[config.mk]
export PLATFORM = sky130hd
export DESIGN_NAME = load_store_unit
export DESIGN_NICKNAME = d
export VERILOG_FILES = /design/src/rtl/rv_mem_pkg.sv /design/src/rtl/lsu_load_align.sv /design/src/rtl/load_store_unit.sv
export SDC_FILE = /design/constraint.sdc
export NUM_CORES = 1
export LEC_CHECK = 0
export CAP_MARGIN = 30
export CORE_ASPECT_RATIO = 1.4
export CORE_UTILIZATION = 25
export CTS_BUF_LIST = sky130_fd_sc_hd__clkbuf_16
export CTS_CLUSTER_DIAMETER = 200
export CTS_CLUSTER_SIZE = 8
export DETAILED_ROUTE_END_ITERATION = 6
export PLACE_DENSITY = 0.58
export SYNTH_ARGS = -nofsm -noshare
export SYNTH_HDL_FRONTEND = slang
export SYNTH_SLANG_ARGS = --single-unit
export TNS_END_PERCENT = 10
[constraint.sdc]
create_clock -name CLK -period 2 [get_ports CLK]
set_input_delay 0.2 -clock CLK [delete_from_list [all_inputs] [get_ports CLK]]
set_output_delay 0.2 -clock CLK [all_outputs]
set_load 0.1 [all_outputs]
[src/rtl/rv_mem_pkg.sv]
// Shared definitions for the RV32I data-memory path.
// Holds the FUNCT3 access-type encodings, the load/store unit state enum,
// the byte-strobe constants and the access legality checks.
package rv_mem_pkg;

    localparam logic [2:0] F3_B  = 3'b000;
    localparam logic [2:0] F3_H  = 3'b001;
    localparam logic [2:0] F3_W  = 3'b010;
    localparam logic [2:0] F3_BU = 3'b100;
    localparam logic [2:0] F3_HU = 3'b101;

    localparam logic [3:0] STRB_NONE = 4'b0000;
    localparam logic [3:0] STRB_B    = 4'b0001;
    localparam logic [3:0] STRB_H    = 4'b0011;
    localparam logic [3:0] STRB_W    = 4'b1111;

    typedef enum logic [2:0] {
        StIdle,
        StReq,
        StWait,
        StFin,
        StFault
    } lsu_state_t;

    // Unused encodings, plus unsigned variants on stores (SBU/SHU do not exist).
    function automatic logic is_illegal(input logic we, input logic [2:0] f3);
        return (f3 == 3'b011) || (f3 == 3'b110) || (f3 == 3'b111) || (we && f3[2]);
    endfunction

    function automatic logic is_misaligned(input logic [2:0] f3, input logic [1:0] addr_lo);
        logic mis;
        mis = 1'b0;
        case (f3)
            F3_H, F3_HU: mis = addr_lo[0];
            F3_W:        mis = (addr_lo != 2'b00);
            default:     mis = 1'b0;
        endcase
        return mis;
    endfunction

endpackage

[src/rtl/lsu_load_align.sv]
// Load data alignment: selects the addressed lane of a memory word and
// sign- or zero-extends it according to the access type.
// Ports:
//   funct3_i  - access type (B/H/W/BU/HU)
//   addr_lo_i - byte offset within the word
//   rdata_i   - raw 32-bit memory word
//   data_o    - extended load result
module lsu_load_align
    import rv_mem_pkg::*;
(
    input  logic [2:0]  funct3_i,
    input  logic [1:0]  addr_lo_i,
    input  logic [31:0] rdata_i,
    output logic [31:0] data_o
);

    logic [31:0] lane;

    always_comb begin
        lane   = rdata_i >> {addr_lo_i, 3'b000};
        data_o = lane;
        case (funct3_i)
            F3_B:    data_o = {{24{lane[7]}}, lane[7:0]};
            F3_H:    data_o = {{16{lane[15]}}, lane[15:0]};
            F3_BU:   data_o = {24'h000000, lane[7:0]};
            F3_HU:   data_o = {16'h0000, lane[15:0]};
            default: data_o = lane;
        endcase
    end

endmodule

[src/rtl/load_store_unit.sv]
// RV32I load/store unit. Takes the ALU result as effective address, runs a
// request/grant/response handshake with data memory, builds byte strobes and
// lane-replicated store data, and returns extended load data.
// Ports:
//   CLK, RST            - clock, synchronous active-high reset
//   START, WE, FUNCT3   - operation request from the core (sampled in IDLE)
//   ADDR, WDATA         - effective address and store data
//   RDATA               - extended load result, held until the next load
//   DONE, ERR, BUSY     - completion pulse, fault flag, stall
//   MEM_REQ..MEM_WDATA  - registered memory request side
//   MEM_GNT, MEM_RVALID, MEM_RDATA - memory responses
module load_store_unit
    import rv_mem_pkg::*;
(
    input  logic        CLK,
    input  logic        RST,
    input  logic        START,
    input  logic        WE,
    input  logic [2:0]  FUNCT3,
    input  logic [31:0] ADDR,
    input  logic [31:0] WDATA,
    output logic [31:0] RDATA,
    output logic        DONE,
    output logic        ERR,
    output logic        BUSY,
    output logic        MEM_REQ,
    output logic        MEM_WE,
    output logic [31:0] MEM_ADDR,
    output logic [3:0]  MEM_WSTRB,
    output logic [31:0] MEM_WDATA,
    input  logic        MEM_GNT,
    input  logic        MEM_RVALID,
    input  logic [31:0] MEM_RDATA
);

    lsu_state_t  state_q;
    logic        we_q;
    logic [2:0]  funct3_q;
    logic [1:0]  addr_lo_q;

    logic [3:0]  strb_nx;
    logic [31:0] wdata_nx;
    logic [31:0] load_data;
    logic        fault;

    assign fault = is_illegal(WE, FUNCT3) || is_misaligned(FUNCT3, ADDR[1:0]);

    // Store alignment from the live request; only used on the IDLE->REQ edge.
    always_comb begin
        strb_nx  = STRB_W;
        wdata_nx = WDATA;
        case (FUNCT3[1:0])
            2'b00: begin
                strb_nx  = STRB_B << ADDR[1:0];
                wdata_nx = {4{WDATA[7:0]}};
            end
            2'b01: begin
                strb_nx  = ADDR[1] ? (STRB_H << 2) : STRB_H;
                wdata_nx = {2{WDATA[15:0]}};
            end
            default: begin
                strb_nx  = STRB_W;
                wdata_nx = WDATA;
            end
        endcase
        if (!WE) begin
            strb_nx = STRB_NONE;
        end
    end

    // Load path uses the latched type/offset, not the live core inputs.
    lsu_load_align u_load_align (
        .funct3_i  (funct3_q),
        .addr_lo_i (addr_lo_q),
        .rdata_i   (MEM_RDATA),
        .data_o    (load_data)
    );

    always_ff @(posedge CLK) begin
        if (RST) begin
            state_q   <= StIdle;
            we_q      <= 1'b0;
            funct3_q  <= 3'b000;
            addr_lo_q <= 2'b00;
            RDATA     <= 32'h0;
            DONE      <= 1'b0;
            ERR       <= 1'b0;
            BUSY      <= 1'b0;
            MEM_REQ   <= 1'b0;
            MEM_WE    <= 1'b0;
            MEM_ADDR  <= 32'h0;
            MEM_WSTRB <= STRB_NONE;
            MEM_WDATA <= 32'h0;
        end else begin
            DONE <= 1'b0;
            ERR  <= 1'b0;
            unique case (state_q)
                StIdle: begin
                    if (START) begin
                        we_q      <= WE;
                        funct3_q  <= FUNCT3;
                        addr_lo_q <= ADDR[1:0];
                        BUSY      <= 1'b1;
                        if (fault) begin
                            state_q <= StFault;
                            DONE    <= 1'b1;
                            ERR     <= 1'b1;
                        end else begin
                            state_q   <= StReq;
                            MEM_REQ   <= 1'b1;
                            MEM_WE    <= WE;
                            MEM_ADDR  <= {ADDR[31:2], 2'b00};
                            MEM_WSTRB <= strb_nx;
                            MEM_WDATA <= wdata_nx;
                        end
                    end
                end
                StReq: begin
                    if (MEM_GNT) begin
                        MEM_REQ <= 1'b0;
                        MEM_WE  <= 1'b0;
                        if (we_q) begin
                            state_q <= StFin;
                            DONE    <= 1'b1;
                        end else begin
                            state_q <= StWait;
                        end
                    end
                end
                StWait: begin
                    if (MEM_RVALID) begin
                        RDATA   <= load_data;
                        state_q <= StFin;
                        DONE    <= 1'b1;
                    end
                end
                StFin, StFault: begin
                    state_q <= StIdle;
                    BUSY    <= 1'b0;
                end
                default: begin
                    state_q <= StIdle;
                    BUSY    <= 1'b0;
                end
            endcase
        end
    end

endmodule

Word-level counts from Yosys, hierarchy flattened
Index checks and enable logic that the tools add are counted.

Flip-flop bits (word level): 112. Latch bits: 0. RAM bits: 0. Bits in read-only memories: 0. Bits of input ports: 105. Output and inout bits: 105. Logic and storage cells: 80. Memories kept: 0.

$add $sub $neg: 0. Multiply operators: 0. Div/mod/pow operators: 0. Order comparisons: 0. Equality and inequality tests: 16. Shifts and indexed selects: 2. Mux-type cells: 27. Bitwise gates (word level): 3. Reduce and logical (&&, ||, !) cells: 19.

Operator list (count): $pmux W32 S4 (1); $pmux W32 S2 (1); $shr A32 B5 Y32 (1); $eq A3 B3 Y1 const B (5); $mux W1 (12); $mux W3 (4); $eq A3 B1 Y1 const B (3); $eq A3 B2 Y1 const B (3); $pmux W3 S3 (1); $mux W4 (2); $ne A2 B2 Y1 const B (4); $pmux W1 S2 (4); $pmux W4 S2 (1); $logic_not A3 Y1 (2); $reduce_and A2 Y1 (3); $reduce_and A3 Y1 (2); $reduce_or A2 Y1 (3); $logic_or A1 B1 Y1 (4); $reduce_and A4 Y1 (1); $reduce_bool A2 Y1 (2); $shl A1 B2 Y4 const A (1); $not A1 Y1 (3); $pmux W1 S3 (1); $eq A2 B1 Y1 const B (1); other kinds (2) (2).

Logic depth before layout (Yosys ltp)
Gate-level depths: netlist of the first run.

Depth in word-level cells: 8. Mapped depth: 8. Gate-level depth less buffers: 4.

By module
From an unflattened synthesis of the first run, not the netlist that was laid out.

Cells, all modules: 654. Area, all modules: 5034.8 µm².

By module, submodules not included: load_store_unit (times used 1, cells each 547, area an instance 4340.4 µm², sequential area each 2242.2 µm²); lsu_load_align (times used 1, cells each 107, area an instance 694.4 µm², sequential area each 0.0 µm²).

Worst setup path before layout of the first run
Ideal clock, no wire load.

Path type: reg-to-reg. Start: register state_q[0]. End: register MEM_WDATA[13]. Setup time: 0.091 ns. Arrival time: 1.646 ns. Slack: 0.263 ns. Stages on the path, launching flop included: 8. Buffers on the path: 3. Clock period less this slack: 1.737 ns. Cells stage by stage: dfxtp_1 > buf_2 > or4b_1 > buf_2 > a21oi_4 > buf_4 > nor2_1 > a311oi_1.

Longest elaborated chain between the ends: 2.

Ends and longest elaborated chain: from (decl) (line load_store_unit.sv:36) `lsu_state_t state_q;`; from (signal assigned) (line load_store_unit.sv:81) `state_q <= StIdle;`; from (signal assigned) (line load_store_unit.sv:105) `state_q <= StFault;`; from (signal assigned) (line load_store_unit.sv:109) `state_q <= StReq;`; $logic_not A3 Y1 (line load_store_unit.sv:97) `unique case (state_q)`; $reduce_and A3 Y1 (no source line); to (signal assigned) (line load_store_unit.sv:114) `MEM_WDATA <= wdata_nx;`; to (decl) (line load_store_unit.sv:30) `output logic [31:0] MEM_WDATA,`.

Every way passes these cells. A chain may end at the register's enable or synchronous reset.

Final worst setup path of the first run
Start: register state_q[2]. End: register MEM_ADDR[16].

Longest elaborated chain between the ends: 2.

Ends and longest elaborated chain: $logic_not A3 Y1 (line load_store_unit.sv:97); $reduce_and A3 Y1 (no source line); to (signal assigned) (line load_store_unit.sv:112) `MEM_ADDR <= {ADDR[31:2], 2'b00};`; to (decl) (line load_store_unit.sv:28) `output logic [31:0] MEM_ADDR,`.

Every way passes these cells.

==> results of run 1 <==
## worst min-delay path by stage
stage	start	to	cells after the start
6_report	FUNCT3[1]	funct3_q[1]	3
5_1_grt	FUNCT3[1]	funct3_q[1]	3
4_1_cts	FUNCT3[1]	funct3_q[1]	3
3_5_place_dp	MEM_ADDR[29]	MEM_ADDR[29]	2
3_3_place_gp	MEM_WSTRB[3]	MEM_WSTRB[3]	2
2_1_floorplan	FUNCT3[2]	funct3_q[2]	2
## area by class of cell
class | instances | area share
clock inverter | 7 | 0.007648
multi-input combinational | 437 | 0.3214
tap | 248 | 0.04123
timing repair buffer | 247 | 0.2999
sequential | 112 | 0.2979
inverter | 4 | 0.001995
clock buffer | 9 | 0.02993
## cell families (layout without fill, tap and decap cells)
| kind of cell | count (synthesis) | count (layout) |
|---|---|---|
| AOI/OAI and AO/OA | 173 | 173 |
| buffers and inverters | 59 | 267 |
| DFF | 112 | 112 |
| muxes | 40 | 40 |
| other | 1 | 2 |
| and+or+nand+nor | 222 | 222 |
## worst max-delay path: stages (launching register included)
cell and delay [ns]:
dfxtp_1 0.31, or4b_1 0.60, a21oi_4 0.17, buf_12 0.25, buf_12 0.17, nand2_1 0.06
a21oi_1 0.12
## power by group through the flow
stage / Sequential [mW] / Combinational (mW) / Clock, mW
3_3_place_gp: 2.45 / 1.78 / 0
2_1_floorplan: 3.12 / 0.491 / 0
4_1_cts: 2.40 / 1.78 / 1.83
3_5_place_dp: 2.45 / 1.78 / 0
5_1_grt: 2.42 / 1.87 / 1.90
6_report: 2.40 / 1.77 / 1.76
## registers in the layout, summed over array words and instances (netlist names)
signal     count
MEM_ADDR      30
addr_lo_q      2
MEM_REQ        1
funct3_q       3
RDATA         32
BUSY           1
MEM_WE         1
state_q        3
ERR            1
DONE           1
MEM_WSTRB      4
MEM_WDATA     32
we_q           1
## cell usage after synthesis (2+ instances only)
cell	count
nand3b_1	3
nor2b_1	4
nor3_1	10
buf_6	7
inv_1	4
or2_2	2
a211oi_1	25
buf_2	7
buf_1	3
o21ai_0	19
dfxtp_1	112
o2bb2ai_1	7
nor2_1	49
nand3_1	3
a21o_1	3
buf_4	4
nand2_1	144
clkbuf_1	34
mux2_2	8
o211ai_1	10
a311oi_1	8
mux2i_1	31
a21oi_1	92
## metal layers
metal / track usage / vias to the layer above / wire length (microns)
met5: 0 / - / 0
met4: 0.06978 / 0 / 393
met3: 0.04607 / 17 / 1335
met2: 0.2914 / 183 / 8345
met1: 0.1950 / 2272 / 6902
li1: - / 2515 / -
## metrics by stage
stage	TNS [ns]	power, mW
after floorplan	0	3.611
after global placement	-4.246	4.227
after detailed placement	-5.880	4.232
after CTS	0	6.018
after global routing	0	6.180
final	0	5.928
==> results.toml, run 1 <==
[outcome]
status = "finished clean"

[cts]
clkSlewWorstSetupHoldPaths_ns = 0.08
post_cts_buffers = 0
hold_buffers = 0
ctsLongestPathBuffers = 2
cts_inserted_buffers = 9
clock_sinks = 112
clkLatencyLatePin_ns = 0.35
post_cts_resized = 0
h-tree-depth = 3
cts_tree = "yes"
clock-root-buffer = "clkbuf_16"

[synth]
synth_edf_count = 0
synth-async-reset-ratio = 0
syn_area_sq_um = 4938
synth_top_family_by_area = "compound AO/OA/AOI/OAI gates"
syn_inst = 607
syn_avg_cell_area_sq_um = 8.136
synth_top_cell_by_area = "dfxtp_1"
yosysSeqAreaShare = 0.4540
synth_compound_area_frac = 0.2141
synth_fa_ha_area_frac = 0
synth_ff_type = "dfxtp_1"
synth.area.mux_share = 0.08563
synthXorXnorAreaFrac = 0
ys_types = 41
yosysWarnings = 0
post_synth_and_or_nand_nor_area_fraction = 0.1852
ys_ff_latch = 112
synth.top_cell.area_share = 0.4540
ys_top_cells_by_area = "dfxtp_1 (45%), nand2_1 (11%), a21oi_1 (9.3%)"

[drt]
ant_nets = 0
first_iter_violations = 218
vias_per_cell = 4.687
vias = 4987
routed_wl_microns = 16980
wl_per_cell_microns = 15.95
drcViolationCount = 0
drt-pass1-iter-count = 5

[cells_and_area]
fin_area_sq_um = 7526
layout_commonest_cell = "nand2_1"
register_area_sq_um = 2242
layout_common_cells = "nand2_1 (144), buf_4 (132), dfxtp_1 (112)"
final_layout_size_suffix_gt1_frac = 0.2181
multi_input_area_sq_um = 2419
diodes = 0
fin_cells = 1064
area_growth_pct = 52.39
finish.utilization = 0.3901
fillCellCount = 2040
nNetsFinal = 916

[sta]
fin_crit_sh = 0.8908
max_freq_mhz = 561.3
hold_viol_final = 0
layout_setup_ws_ns = 0.2184
drv_slew = 0
setup_viol_count_final = 0
worst_clock_skew_ns = 0.01016
rsz0062_at_grt = "false"
hold_slack_ns = 0.1906
min_period_ns = 1.782

[placement]
io_buffers = 207
dp_slack_ns = -0.1366
placed_cell_area_sq_um = 7243
dp_hpwl_microns = 12830
routabilityCongestion = 0.7929
dp.cells = 1048

[power]
sequentialPowerShare = 0.405
vdd_ir_drop_max_v = 0.0003066
power_frac_comb = 0.298
p_int_mw = 3.776
power.switching_mw = 2.152
p_leak_nw = 2.948
clkPwrFrac = 0.297
pwr_density_cell_nw_per_um2 = 787.7
swShare = 0.3630

[grt]
grt_max_degree = 48
track_usage = 0.1689
gr-total-overflow = 0
grt_antenna_before_repair = 0
grt_pass1_wl_microns = 26590
grt_pass1_vias = 4837

[floorplanning]
die_h_microns = 168.3
core-area_sq_um = 19290
die_area_sq_um = 20330
fp-row-count = 60
die_w_microns = 120.8
start_util = 0.2560
ioPinCount = 210

[worst_hold_path]
min_path_type = "in -> reg"

[setup_path]
start_kind = "register"
reg2reg_depth = 6
path_class = "reg -> reg"
endpoint_kind = "register"
r2r-end = "MEM_ADDR[16]"
cp.required_ns = 2.28
critPathLaunch = "state_q[2]"
arrival_ns = 2.06
regToRegSetupSlack_ns = 0.22
path_max_fanout = 47
crit_path_end = "MEM_ADDR[16]"
reg2reg_from = "state_q[2]"

[flow_run]
drv_cap = 0
Power figures use the tool's default switching activity.
==> run 2: changes to the inputs <==
--- a/config.mk
+++ b/config.mk
@@ -18,2 +18 @@
 export SYNTH_SLANG_ARGS = --single-unit
-export TNS_END_PERCENT = 10
==> constraint.sdc (replaced) <==
create_clock -name CLK -period 2 [get_ports CLK]
set_input_delay 0.3 -clock CLK [delete_from_list [all_inputs] [get_ports CLK]]
set_output_delay 0.3 -clock CLK [all_outputs]
set_load 0.1 [all_outputs]
==> results.toml, run 2 (synthesis results as in run 1) <==
[cells_and_area]
nNetsFinal = 924
fillCellCount = 1958
layout_common_cells = "nand2_1 (144), buf_4 (141), dfxtp_1 (112)"
fin_area_sq_um = 7600
multi_input_area_sq_um = 2419
layout_commonest_cell = "nand2_1"
reg_top3 = "MEM_WDATA x32, RDATA x32, MEM_ADDR x30"
area_growth_pct = 53.89
diodes = 0
register_area_sq_um = 2242
final_layout_size_suffix_gt1_frac = 0.2257

[drt]
drcViolationCount = 0
wl_met2_microns = 8544
dr_wl_met3_microns = 1433
wl_per_cell_microns = 15.85
drt-pass1-iter-count = 4
met1_length_microns = 6774
vias = 4971
routed_wl_microns = 16990
first_iter_violations = 207
ant_nets = 0
vias_per_cell = 4.637
routed.top_layer = "met4"

[sta]
worst_clock_skew_ns = 0.01037
tns_ns = 0
hold_slack_ns = 0.3716
min_period_ns = 1.865
rsz0062_at_grt = "false"
max_freq_mhz = 536.2
setup_viol_count_final = 0
drv_slew = 0
hold_viol_final = 0
fin_crit_sh = 0.9325

[cts]
clock_sinks = 112
post_cts_buffers = 0
cts_inserted_buffers = 9
post_cts_resized = 0
ctsLongestPathBuffers = 2
clkSlewWorstSetupHoldPaths_ns = 0.09
cts_tree = "yes"
clock-root-buffer = "clkbuf_16"
hold_buffers = 0
clkLatencyLatePin_ns = 0.37
h-tree-depth = 3

[placement]
dp_hpwl_microns = 12920
io_buffers = 207
placed_cell_area_sq_um = 7291
routabilityCongestion = 0.8246

[setup_path]
path_class = "in -> reg"
start_kind = "primary input"
worstPathCellList = "clkdlybuf4s50_1 > or4b_1 > a21oi_4 > buf_12 > buf_4 > nand2_1 > a21oi_1"
arrival_ns = 2.17
reg2reg_depth = 6
path_max_fanout = 48
critPathMaxStageDelay_ns = 0.55
critPathSlowestCell = "or4b_1"
endpoint_kind = "register"
cp.required_ns = 2.31

[grt]
gr-total-overflow = 0
track_usage = 0.1712
grt_max_degree = 49
grt_pass1_wl_microns = 26940
grt_pass1_vias = 5031
grt_antenna_before_repair = 0

[worst_hold_path]
min_path_type = "in -> reg"
hold_depth = 2

[power]
sequentialPowerShare = 0.397
p_leak_nw = 2.999
clkPwrFrac = 0.308
vdd_ir_drop_max_v = 0.0004298
pwr_density_cell_nw_per_um2 = 793.9
power_frac_comb = 0.295
swShare = 0.3668
p_int_mw = 3.820
power.switching_mw = 2.213

[floorplanning]
core-area_sq_um = 19290
die_area_sq_um = 20330
die_h_microns = 168.3
start_util = 0.2560
die_w_microns = 120.8
ioPinCount = 210
fp-row-count = 60

[outcome]
status = "finished clean"

[flow_run]
drv_cap = 0
## run 2: cell count changes in the layout (fill, tap and decap cells not counted), sizes merged
| cell | change |
|---|---|
| buf | +8 |
| clkinvlp | -2 |
| inv | +2 |
## run 2: routing by layer
metal | GRT usage | vias up
met4 | 0.05529 | 0
met2 | 0.3021 | 177
met1 | 0.1907 | 2255
met3 | 0.05827 | 17
li1 | - | 2522
met5 | 0 | -
## run 2: worst max-delay path: cells and delay by family
kind            cells  cell delay [ns]
simple gates        2             0.61
buf+inv             3             0.94
compound gates      2             0.30
## run 2: stage by stage
step                      worst slack, ns  power (mW)  instances    util
after floorplan                    0.2633       3.611        608       -
after global placement            -0.2157       4.243       1056  0.3779
after detailed placement          -0.2415       4.244       1056  0.3779
after CTS                          0.1492       6.132       1072  0.3939
after global routing              0.01300       6.320       1072  0.3939
final                              0.1351       6.033       1072  0.3939
## run 2: final timing paths
kind	slack, ns	to	start
setup / recovery	0.14	MEM_ADDR[19]	START
hold / removal	0.37	MEM_WDATA[2]	RST
setup reg to reg	0.20	MEM_ADDR[19]	state_q[2]
hold reg to reg	0.45	MEM_WDATA[28]	MEM_WDATA[28]
## run 2: power groups by stage
stage	Sequential [mW]	Clock (mW)	Combinational [mW]
after floorplan	3.12	0	0.491
after global placement	2.45	0	1.79
after detailed placement	2.45	0	1.79
after CTS	2.40	1.93	1.80
after global routing	2.41	2.02	1.88
final	2.40	1.86	1.78
## run 2: layout make-up
class                   instances  share of cell area
clock buffers                   9             0.02963
clock inverters                 7             0.01103
inverters                       4            0.001976
multi-input cells             437              0.3182
flip-flops and latches        112              0.2950
well taps                     248             0.04083
repair buffers                255              0.3033
